--- config.mk ---
export PLATFORM = sky130hd
export DESIGN_NAME = barrel_shift_arb
export DESIGN_NICKNAME = d
export VERILOG_FILES = /design/src/rtl/barrel_shift_arb.sv
export SDC_FILE = /design/constraint.sdc
export NUM_CORES = 1
export LEC_CHECK = 0
export ABC_CLOCK_PERIOD_IN_PS = 6400
export CAP_MARGIN = 20
export CORE_ASPECT_RATIO = 0.9
export CORE_MARGIN = 10
export CORE_UTILIZATION = 57
export CTS_CLUSTER_DIAMETER = 30
export CTS_CLUSTER_SIZE = 10
export DETAILED_ROUTE_END_ITERATION = 16
export HOLD_SLACK_MARGIN = 0.12
export PLACE_DENSITY = 0.9
export SLEW_MARGIN = 10
export SYNTH_ARGS = -nofsm -noshare
export SYNTH_HDL_FRONTEND = slang
export SYNTH_SLANG_ARGS = --single-unit
--- constraint.sdc ---
create_clock -name clk -period 6.4 [get_ports clk]
set_input_delay 0.64 -clock clk [delete_from_list [all_inputs] [get_ports clk]]
set_output_delay 0.64 -clock clk [all_outputs]
set_load 0.02 [all_outputs]
--- src/rtl/barrel_shift_arb.sv ---
// barrel_shift_arb: two requesters share one 32-bit right-rotator.
// Round-robin arbitration in IDLE; operands are latched on accept.
// EXEC builds ROR/ROL/SLL/SRL/SRA from the rotator plus masks and sign fill.
// DONE holds a registered result until the consumer handshakes.
module barrel_shift_arb #(
  parameter int WIDTH   = 32,
  parameter int AMT_W   = 5,
  parameter int RR_INIT = 0
) (
  input  logic             clk,
  input  logic             reset,
  input  logic             req0_valid,
  output logic             req0_ready,
  input  logic [2:0]       req0_op,
  input  logic [WIDTH-1:0] req0_data,
  input  logic [AMT_W-1:0] req0_amt,
  input  logic             req1_valid,
  output logic             req1_ready,
  input  logic [2:0]       req1_op,
  input  logic [WIDTH-1:0] req1_data,
  input  logic [AMT_W-1:0] req1_amt,
  output logic             res_valid,
  input  logic             res_ready,
  output logic             res_id,
  output logic [WIDTH-1:0] res_data,
  output logic             res_err
);

  localparam logic [1:0] ST_IDLE = 2'd0;
  localparam logic [1:0] ST_EXEC = 2'd1;
  localparam logic [1:0] ST_DONE = 2'd2;

  localparam logic [2:0] OP_ROR = 3'd0;
  localparam logic [2:0] OP_ROL = 3'd1;
  localparam logic [2:0] OP_SLL = 3'd2;
  localparam logic [2:0] OP_SRL = 3'd3;
  localparam logic [2:0] OP_SRA = 3'd4;

  // r_last holds the previous winner; seeding it with the opposite side
  // makes RR_INIT win the first tie after reset.
  localparam logic LAST_INIT = (RR_INIT == 0) ? 1'b1 : 1'b0;
  localparam logic [WIDTH-1:0] ALL_ONES = {WIDTH{1'b1}};

  // Shared rotator: rotate right by s. A left shift by (0 - s) mod WIDTH
  // covers s = 0 without a shift-by-WIDTH corner case.
  function automatic logic [WIDTH-1:0] rotr(input logic [WIDTH-1:0] x,
                                            input logic [AMT_W-1:0] s);
    return (x >> s) | (x << ({AMT_W{1'b0}} - s));
  endfunction

  logic [1:0]       r_state;
  logic             r_last;
  logic [2:0]       r_op;
  logic [WIDTH-1:0] r_data;
  logic [AMT_W-1:0] r_amt;
  logic             r_id;
  logic             r_res_valid;
  logic             r_res_id;
  logic [WIDTH-1:0] r_res_data;
  logic             r_res_err;

  logic             w_gnt0;
  logic             w_gnt1;
  logic [AMT_W-1:0] w_rot_sel;
  logic [WIDTH-1:0] w_rotated;
  logic [WIDTH-1:0] w_srl_mask;
  logic [WIDTH-1:0] w_result;
  logic             w_err;

  // Grant: only in IDLE and never under reset; on a tie the side that did not win last goes.
  always_comb begin
    w_gnt0 = 1'b0;
    w_gnt1 = 1'b0;
    if (reset) begin
      w_gnt0 = 1'b0;
      w_gnt1 = 1'b0;
    end else if (r_state == ST_IDLE) begin
      if (req0_valid && req1_valid) begin
        if (r_last == 1'b0) begin
          w_gnt1 = 1'b1;
        end else begin
          w_gnt0 = 1'b1;
        end
      end else if (req0_valid) begin
        w_gnt0 = 1'b1;
      end else if (req1_valid) begin
        w_gnt1 = 1'b1;
      end else begin
        w_gnt0 = 1'b0;
        w_gnt1 = 1'b0;
      end
    end else begin
      w_gnt0 = 1'b0;
      w_gnt1 = 1'b0;
    end
  end

  assign req0_ready = w_gnt0;
  assign req1_ready = w_gnt1;

  // Rotator select: left-going ops rotate right by the two's complement of amt.
  always_comb begin
    w_rot_sel = r_amt;
    case (r_op)
      OP_ROL, OP_SLL:         w_rot_sel = {AMT_W{1'b0}} - r_amt;
      OP_ROR, OP_SRL, OP_SRA: w_rot_sel = r_amt;
      default:                w_rot_sel = r_amt;
    endcase
  end

  assign w_rotated  = rotr(r_data, w_rot_sel);
  assign w_srl_mask = ALL_ONES >> r_amt;

  // Result shaping: mask off wrapped bits for shifts, sign-fill for SRA, flag illegal ops.
  always_comb begin
    w_result = {WIDTH{1'b0}};
    w_err    = 1'b0;
    case (r_op)
      OP_ROR, OP_ROL: w_result = w_rotated;
      OP_SLL:         w_result = w_rotated & (ALL_ONES << r_amt);
      OP_SRL:         w_result = w_rotated & w_srl_mask;
      OP_SRA:         w_result = (w_rotated & w_srl_mask) |
                                 (r_data[WIDTH-1] ? ~w_srl_mask : {WIDTH{1'b0}});
      default: begin
        w_result = {WIDTH{1'b0}};
        w_err    = 1'b1;
      end
    endcase
  end

  // Control FSM, operand latches and registered result.
  always_ff @(posedge clk or posedge reset) begin
    if (reset) begin
      r_state     <= ST_IDLE;
      r_last      <= LAST_INIT;
      r_op        <= 3'd0;
      r_data      <= {WIDTH{1'b0}};
      r_amt       <= {AMT_W{1'b0}};
      r_id        <= 1'b0;
      r_res_valid <= 1'b0;
      r_res_id    <= 1'b0;
      r_res_data  <= {WIDTH{1'b0}};
      r_res_err   <= 1'b0;
    end else begin
      case (r_state)
        ST_IDLE: begin
          if (w_gnt0 || w_gnt1) begin
            r_op    <= w_gnt1 ? req1_op   : req0_op;
            r_data  <= w_gnt1 ? req1_data : req0_data;
            r_amt   <= w_gnt1 ? req1_amt  : req0_amt;
            r_id    <= w_gnt1;
            r_last  <= w_gnt1;
            r_state <= ST_EXEC;
          end
        end
        ST_EXEC: begin
          r_res_data  <= w_result;
          r_res_err   <= w_err;
          r_res_id    <= r_id;
          r_res_valid <= 1'b1;
          r_state     <= ST_DONE;
        end
        ST_DONE: begin
          if (res_ready) begin
            r_res_valid <= 1'b0;
            r_state     <= ST_IDLE;
          end
        end
        default: begin
          r_res_valid <= 1'b0;
          r_state     <= ST_IDLE;
        end
      endcase
    end
  end

  assign res_valid = r_res_valid;
  assign res_id    = r_res_id;
  assign res_data  = r_res_data;
  assign res_err   = r_res_err;

endmodule

; Word level (Yosys, flattened, before mapping)
; Cells that the tools add are included.
; W data, S select, Z words.
[totals]
reg_bits = 79
mem_bits_rw = 0
output_inout_bits = 37
latchBits = 0
rom_bits = 0
in_bits = 85
memories = 0
wordCells = 63
[op_classes]
bitwise = 6
n_shift = 4
div = 0
add_sub_neg = 2
magnitude_cmp = 0
multipliers = 0
reduce_logical = 10
n_eq_ne = 8
mux = 23
[op_table]
columns = op, count
row1 = $pmux W32 S4, 1
row2 = $and A32 B32 Y32, 2
row3 = $mux W32, 2
row4 = $or A32 B32 Y32, 2
row5 = $not A32 Y32, 1
row6 = $shl A32 B5 Y32, 1
row7 = $shl A32 B5 Y32 const A, 1
row8 = $shr A32 B5 Y32, 1
row9 = $shr A32 B5 Y32 const A, 1
row10 = $mux W1, 13
row11 = $mux W5, 2
row12 = $sub A1 B5 Y5 const A, 2
row13 = $eq A3 B2 Y1 const B, 2
row14 = $pmux W2 S3, 1
row15 = $reduce_and A2 Y1, 3
row16 = $reduce_or A5 Y1, 1
row17 = $mux W2, 2
row18 = $reduce_or A2 Y1, 2
row19 = $eq A3 B1 Y1 const B, 1
row20 = $eq A3 B3 Y1 const B, 1
row21 = $logic_not A3 Y1, 1
row22 = $mux W3, 1
row23 = $pmux W1 S3, 1
row24 = $eq A2 B1 Y1 const B, 1
row25 = other kinds (7), 7

; Longest topological paths before layout
[depth]
word_depth = 9
ltp_mapped = 16
mapped_depth_nobuf = 12

; Worst setup path before layout
; Ideal clock, no wire load.
[synth_timing]
kind = register -> register
from = register r_amt[0]
to = register r_res_data[2], in the netlist res_data[2]
t_required_ns = 6.274
path_stages_with_launch = 15
period_less_slack_ns = 3.859
t_arrival_ns = 3.733
setup_time_ns = 0.126
path_buffers = 3
setup_slack_ns = 2.541
cell_sequence = dfrtp_1 > buf_2 > inv_1 > clkbuf_1 > buf_1 > ha_1 > ha_1 > nand2b_1 > or3_1 > a211oi_4 > xnor2_1 > or3_1 > o311ai_1 > o31a_1 > a221o_1
[synth_between]
elab_chain_len = 8
elab_cells_between_ends = 14
cone_classes = add/sub: 2 / shift: 4 / mux: 3 / bitwise: 5
[synth_lines]
columns = item, line
row1 = start: declaration, 55  ; logic [AMT_W-1:0] r_amt;
row2 = start signal: assignment, 138  ; r_amt <= {AMT_W{1'b0}};
row3 = start signal: assignment, 150  ; r_amt <= w_gnt1 ? req1_amt : req0_amt;
row4 = $sub A1 B5 Y5, 105  ; OP_ROL, OP_SLL: w_rot_sel = {AMT_W{1'b0}} - r_amt;
row5 = $mux W5, 104  ; case (r_op)
row6 = $sub A1 B5 Y5, 48  ; return (x >> s) | (x << ({AMT_W{1'b0}} - s));
row7 = $shl A32 B5 Y32, 48
row8 = $or A32 B32 Y32, 48
row9 = $and A32 B32 Y32, "121, 122"
row10 = $or A32 B32 Y32, 122  ; OP_SRA: w_result = (w_rotated & w_srl_mask) |
row11 = $pmux W32 S4 (*), 118  ; case (r_op)
row12 = end signal: assignment, 142  ; r_res_data <= {WIDTH{1'b0}};
row13 = end signal: assignment, 157  ; r_res_data <= w_result;
row14 = end: declaration, 59  ; logic [WIDTH-1:0] r_res_data;
; Every way passes the cells marked *; elsewhere a longest branch is shown, timed or not.
; A chain may end at the register's enable or synchronous reset.

; Worst setup path after layout
[layout_timing]
from = register r_amt[0]
to = register r_res_data[16], in the netlist res_data[16]
; Same word-level chain as after synthesis.

==> load_flow_metrics.sql <==
INSERT INTO impl_metrics (metric_group, metric, value, unit) VALUES
('yosys', 'syn-instance-count', '1286', ''),
('critical_path', 'reg2regPathDepth', '12', ''),
('critical_path', 'critPathArrivalTime', '5080', 'ps'),
('yosys', 'ys_top_cells_by_area', 'dfrtp_1 (22%), nand2_1 (9.2%), nor2_1 (6.0%), a21oi_1 (5.6%), mux2i_1 (5.3%)', ''),
('yosys', 'syn-mean-instance-area', '6.92', 'um^2'),
('layout', 'finalInstanceArea', '10400', 'um^2'),
('critical_path', 'cp-end-kind', 'flop', ''),
('critical_path', 'r2r-start', 'r_amt[0]', ''),
('routing', 'drtAntennaViolNets', '0', ''),
('critical_path', 'start_kind', 'flop', ''),
('yosys', 'ys_warn_count', '0', ''),
('yosys', 'number_of_enable_flip_flop_cells_after_synthesis', '0', ''),
('floorplan', 'design.die.area', '21000', 'um^2'),
('floorplan', 'ios', '122', ''),
('job', 'cap_violations', '0', ''),
('routing', 'via_per_inst', '7.35', ''),
('critical_path', 'class_of_the_most_critical_setup_path', 'reg2reg', ''),
('yosys', 'synth_common_cells', 'nand2_1 (218), nor2_1 (143), a21oi_1 (100)', ''),
('routing', 'wl', '38500', 'um'),
('placement', 'pre_cts_slack', '1860', 'ps'),
('layout', 'layout-area-overhead-vs-synth', '17.2', '%'),
('timing', 'worst_slew_margin_rel', '28.3', '%'),
('yosys', 'synth_seq_cells', '79', ''),
('placement', 'post-dp-hpwl', '28300', 'um'),
('critical_path', 'reg2reg_to', 'res_data[16]', ''),
('grt', 'globalRouteOverflowTotal', '0', ''),
('yosys', 'number_of_nets_in_the_synthesized_netlist', '1375', ''),
('clock_network', 'clock_tree_from_tritoncts', 'done', ''),
('timing', 'layout_worst_path_cycle_share', '75.1', '%'),
('yosys', 'most_frequently_used_cell_type_in_the_post_synthesis_netlist', 'nand2_1', ''),
('critical_path', 'r2r_slack', '1600', 'ps'),
('yosys', 'post-synth-top-area-cell', 'dfrtp_1', ''),
('hold_path', 'hold_end', 'res_id', ''),
('hold_path', 'hp-class', 'reg2reg', ''),
('yosys', 'synth_async_sr_flop_share', '100', '%'),
('timing', 'drv_slew', '0', ''),
('grt', 'grt_antenna_before_repair', '0', ''),
('clock_network', 'cts_setup_buffers', '0', ''),
('placement', 'placement.io_buffers', '121', ''),
('routing', 'route.vias.total', '11213', ''),
('clock_network', 'cts_sinks', '79', ''),
('grt', 'groute.usage.overall', '35.1', '%'),
('yosys', 'area_fraction_of_the_dominant_cell_type_after_synthesis', '21.9', '%'),
('hold_path', 'holdCritStartpoint', 'res_id', ''),
('routing', 'drt_drc_violations_left', '0', ''),
('grt', 'grt_start_max_net_pins', '107', ''),
('timing', 'fmax', '208', 'MHz'),
('layout', 'utilization', '67.8', '%'),
('routing', 'route.detailed.wl_per_inst', '25.2', 'um'),
('critical_path', 'worst_ep_required', '6680', 'ps'),
('clock_network', 'htree_levels', '3', ''),
('timing', 'report.final.hold_viol_count', '0', ''),
('floorplan', 'die_x', '152', 'um'),
('routing', 'detailedRoute.firstPassIterationCount', '10', ''),
('run_status', 'run_status', 'completed', ''),
('critical_path', 'path_max_fanout', '36', ''),
('clock_network', 'clock_latency', '370', 'ps'),
('grt', 'grt_pass1_vias', '10203', ''),
('layout', 'filler_cell_count', '1360', ''),
('floorplan', 'rows', '43', ''),
('layout', 'antenna-diode-count', '0', ''),
('floorplan', 'initial_core_util', '57.8', '%'),
('timing', 'timing.clock.skew', '12.4', 'ps'),
('yosys', 'sequential_area_share_after_synthesis', '22.2', '%'),
('yosys', 'synthesis.area', '8900', 'um^2'),
('timing', 'postLayoutSetupSlackWorst', '1600', 'ps'),
('yosys', 'synthFlopType', 'dfrtp_1', ''),
('routing', 'detailedRoute.firstIterationViolations', '2126', ''),
('hold_path', 'worstHoldPathCells', '2', ''),
('grt', 'grt_pass1_wl', '58800', 'um'),
('placement', 'detailed_place.area', '10100', 'um^2');
-- metrics by stage --
stage          instances  hold WS [ps]
2_1_floorplan       1286           439
3_3_place_gp        1508           453
3_5_place_dp        1509           461
4_1_cts             1525           475
5_1_grt             1526           502
6_report            1526           473
-- area by class of cell --
cell class              count  area (um^2)  share of cell area, %
clock inverters             5         60.1                  0.576
inverters                  19         72.6                  0.696
flip-flops and latches     79         1980                   19.0
well taps                 202          253                   2.42
clock buffers              11          233                   2.23
repair buffers            155         1500                   14.4
multi-input cells        1055         6330                   60.7
-- cell usage in the layout (no fill, tap or decap), drive strengths merged, types with 8 or more instances in the layout --
| cell type | count |
|---|---|
| a211oi | 23 |
| a21oi | 101 |
| a221oi | 16 |
| a22oi | 17 |
| a31oi | 59 |
| buf | 34 |
| clkbuf | 11 |
| clkdlybuf4s50 | 121 |
| dfrtp | 78 |
| inv | 17 |
| mux2 | 9 |
| mux2i | 47 |
| mux4 | 12 |
| nand2 | 219 |
| nand2b | 11 |
| nand3 | 37 |
| nand3b | 8 |
| nand4 | 9 |
| nor2 | 145 |
| nor3 | 30 |
| nor3b | 9 |
| nor4 | 15 |
| o2111ai | 8 |
| o211ai | 27 |
| o21ai | 94 |
| o221ai | 13 |
| o22ai | 26 |
-- worst max-delay path by stage --
stage	from	to	depth (start not counted)
detailed placement	r_amt[0]	res_data[31]	12
global placement	r_amt[0]	res_data[16]	12
finish	r_amt[0]	res_data[16]	12
CTS	r_amt[0]	res_data[16]	12
global route	r_amt[0]	res_data[16]	12
floorplan	r_amt[0]	res_data[2]	14
-- cell families (layout without fill, tap and decap cells) --
kind of cell	count (synthesis)	count (layout)	synth area share [%]
AOI/OAI and AO/OA	458	458	33.8
xor gates and xnor gates	8	8	1.29
muxes	68	68	9.46
buffers and inverters	152	190	6.89
adders and majority gates	4	4	0.562
DFF	79	79	22.2
and+or+nand+nor	517	517	25.8
-- sequential cells by signal (all words and copies together) (netlist names) --
register,cells
r_data,32
res_data,32
r_amt,5
r_op,3
r_state,2
r_id,1
r_last,1
res_err,1
res_id,1
res_valid,1
-- metal layers --
layer  routed length (um)  global-route usage (%)
met5                    0                       0
met4                 2140                    17.6
met3                 6000                    11.7
met2                15900                    49.0
met1                14400                    46.9
-- critical path, stage by stage, from the launching register on --
cell       delay (ps)
dfrtp_2           450
inv_1             730
ha_1              290
buf_4             350
nor2b_1           250
nand2_1           470
nand2_2           210
buf_4             340
mux2i_1           680
mux2i_1           320
mux2i_1           300
a221oi_1          140
a2bb2oi_1         170
Power is not shown: default switching activity piles up to over one toggle a cycle in this logic, so the estimate is an artifact.
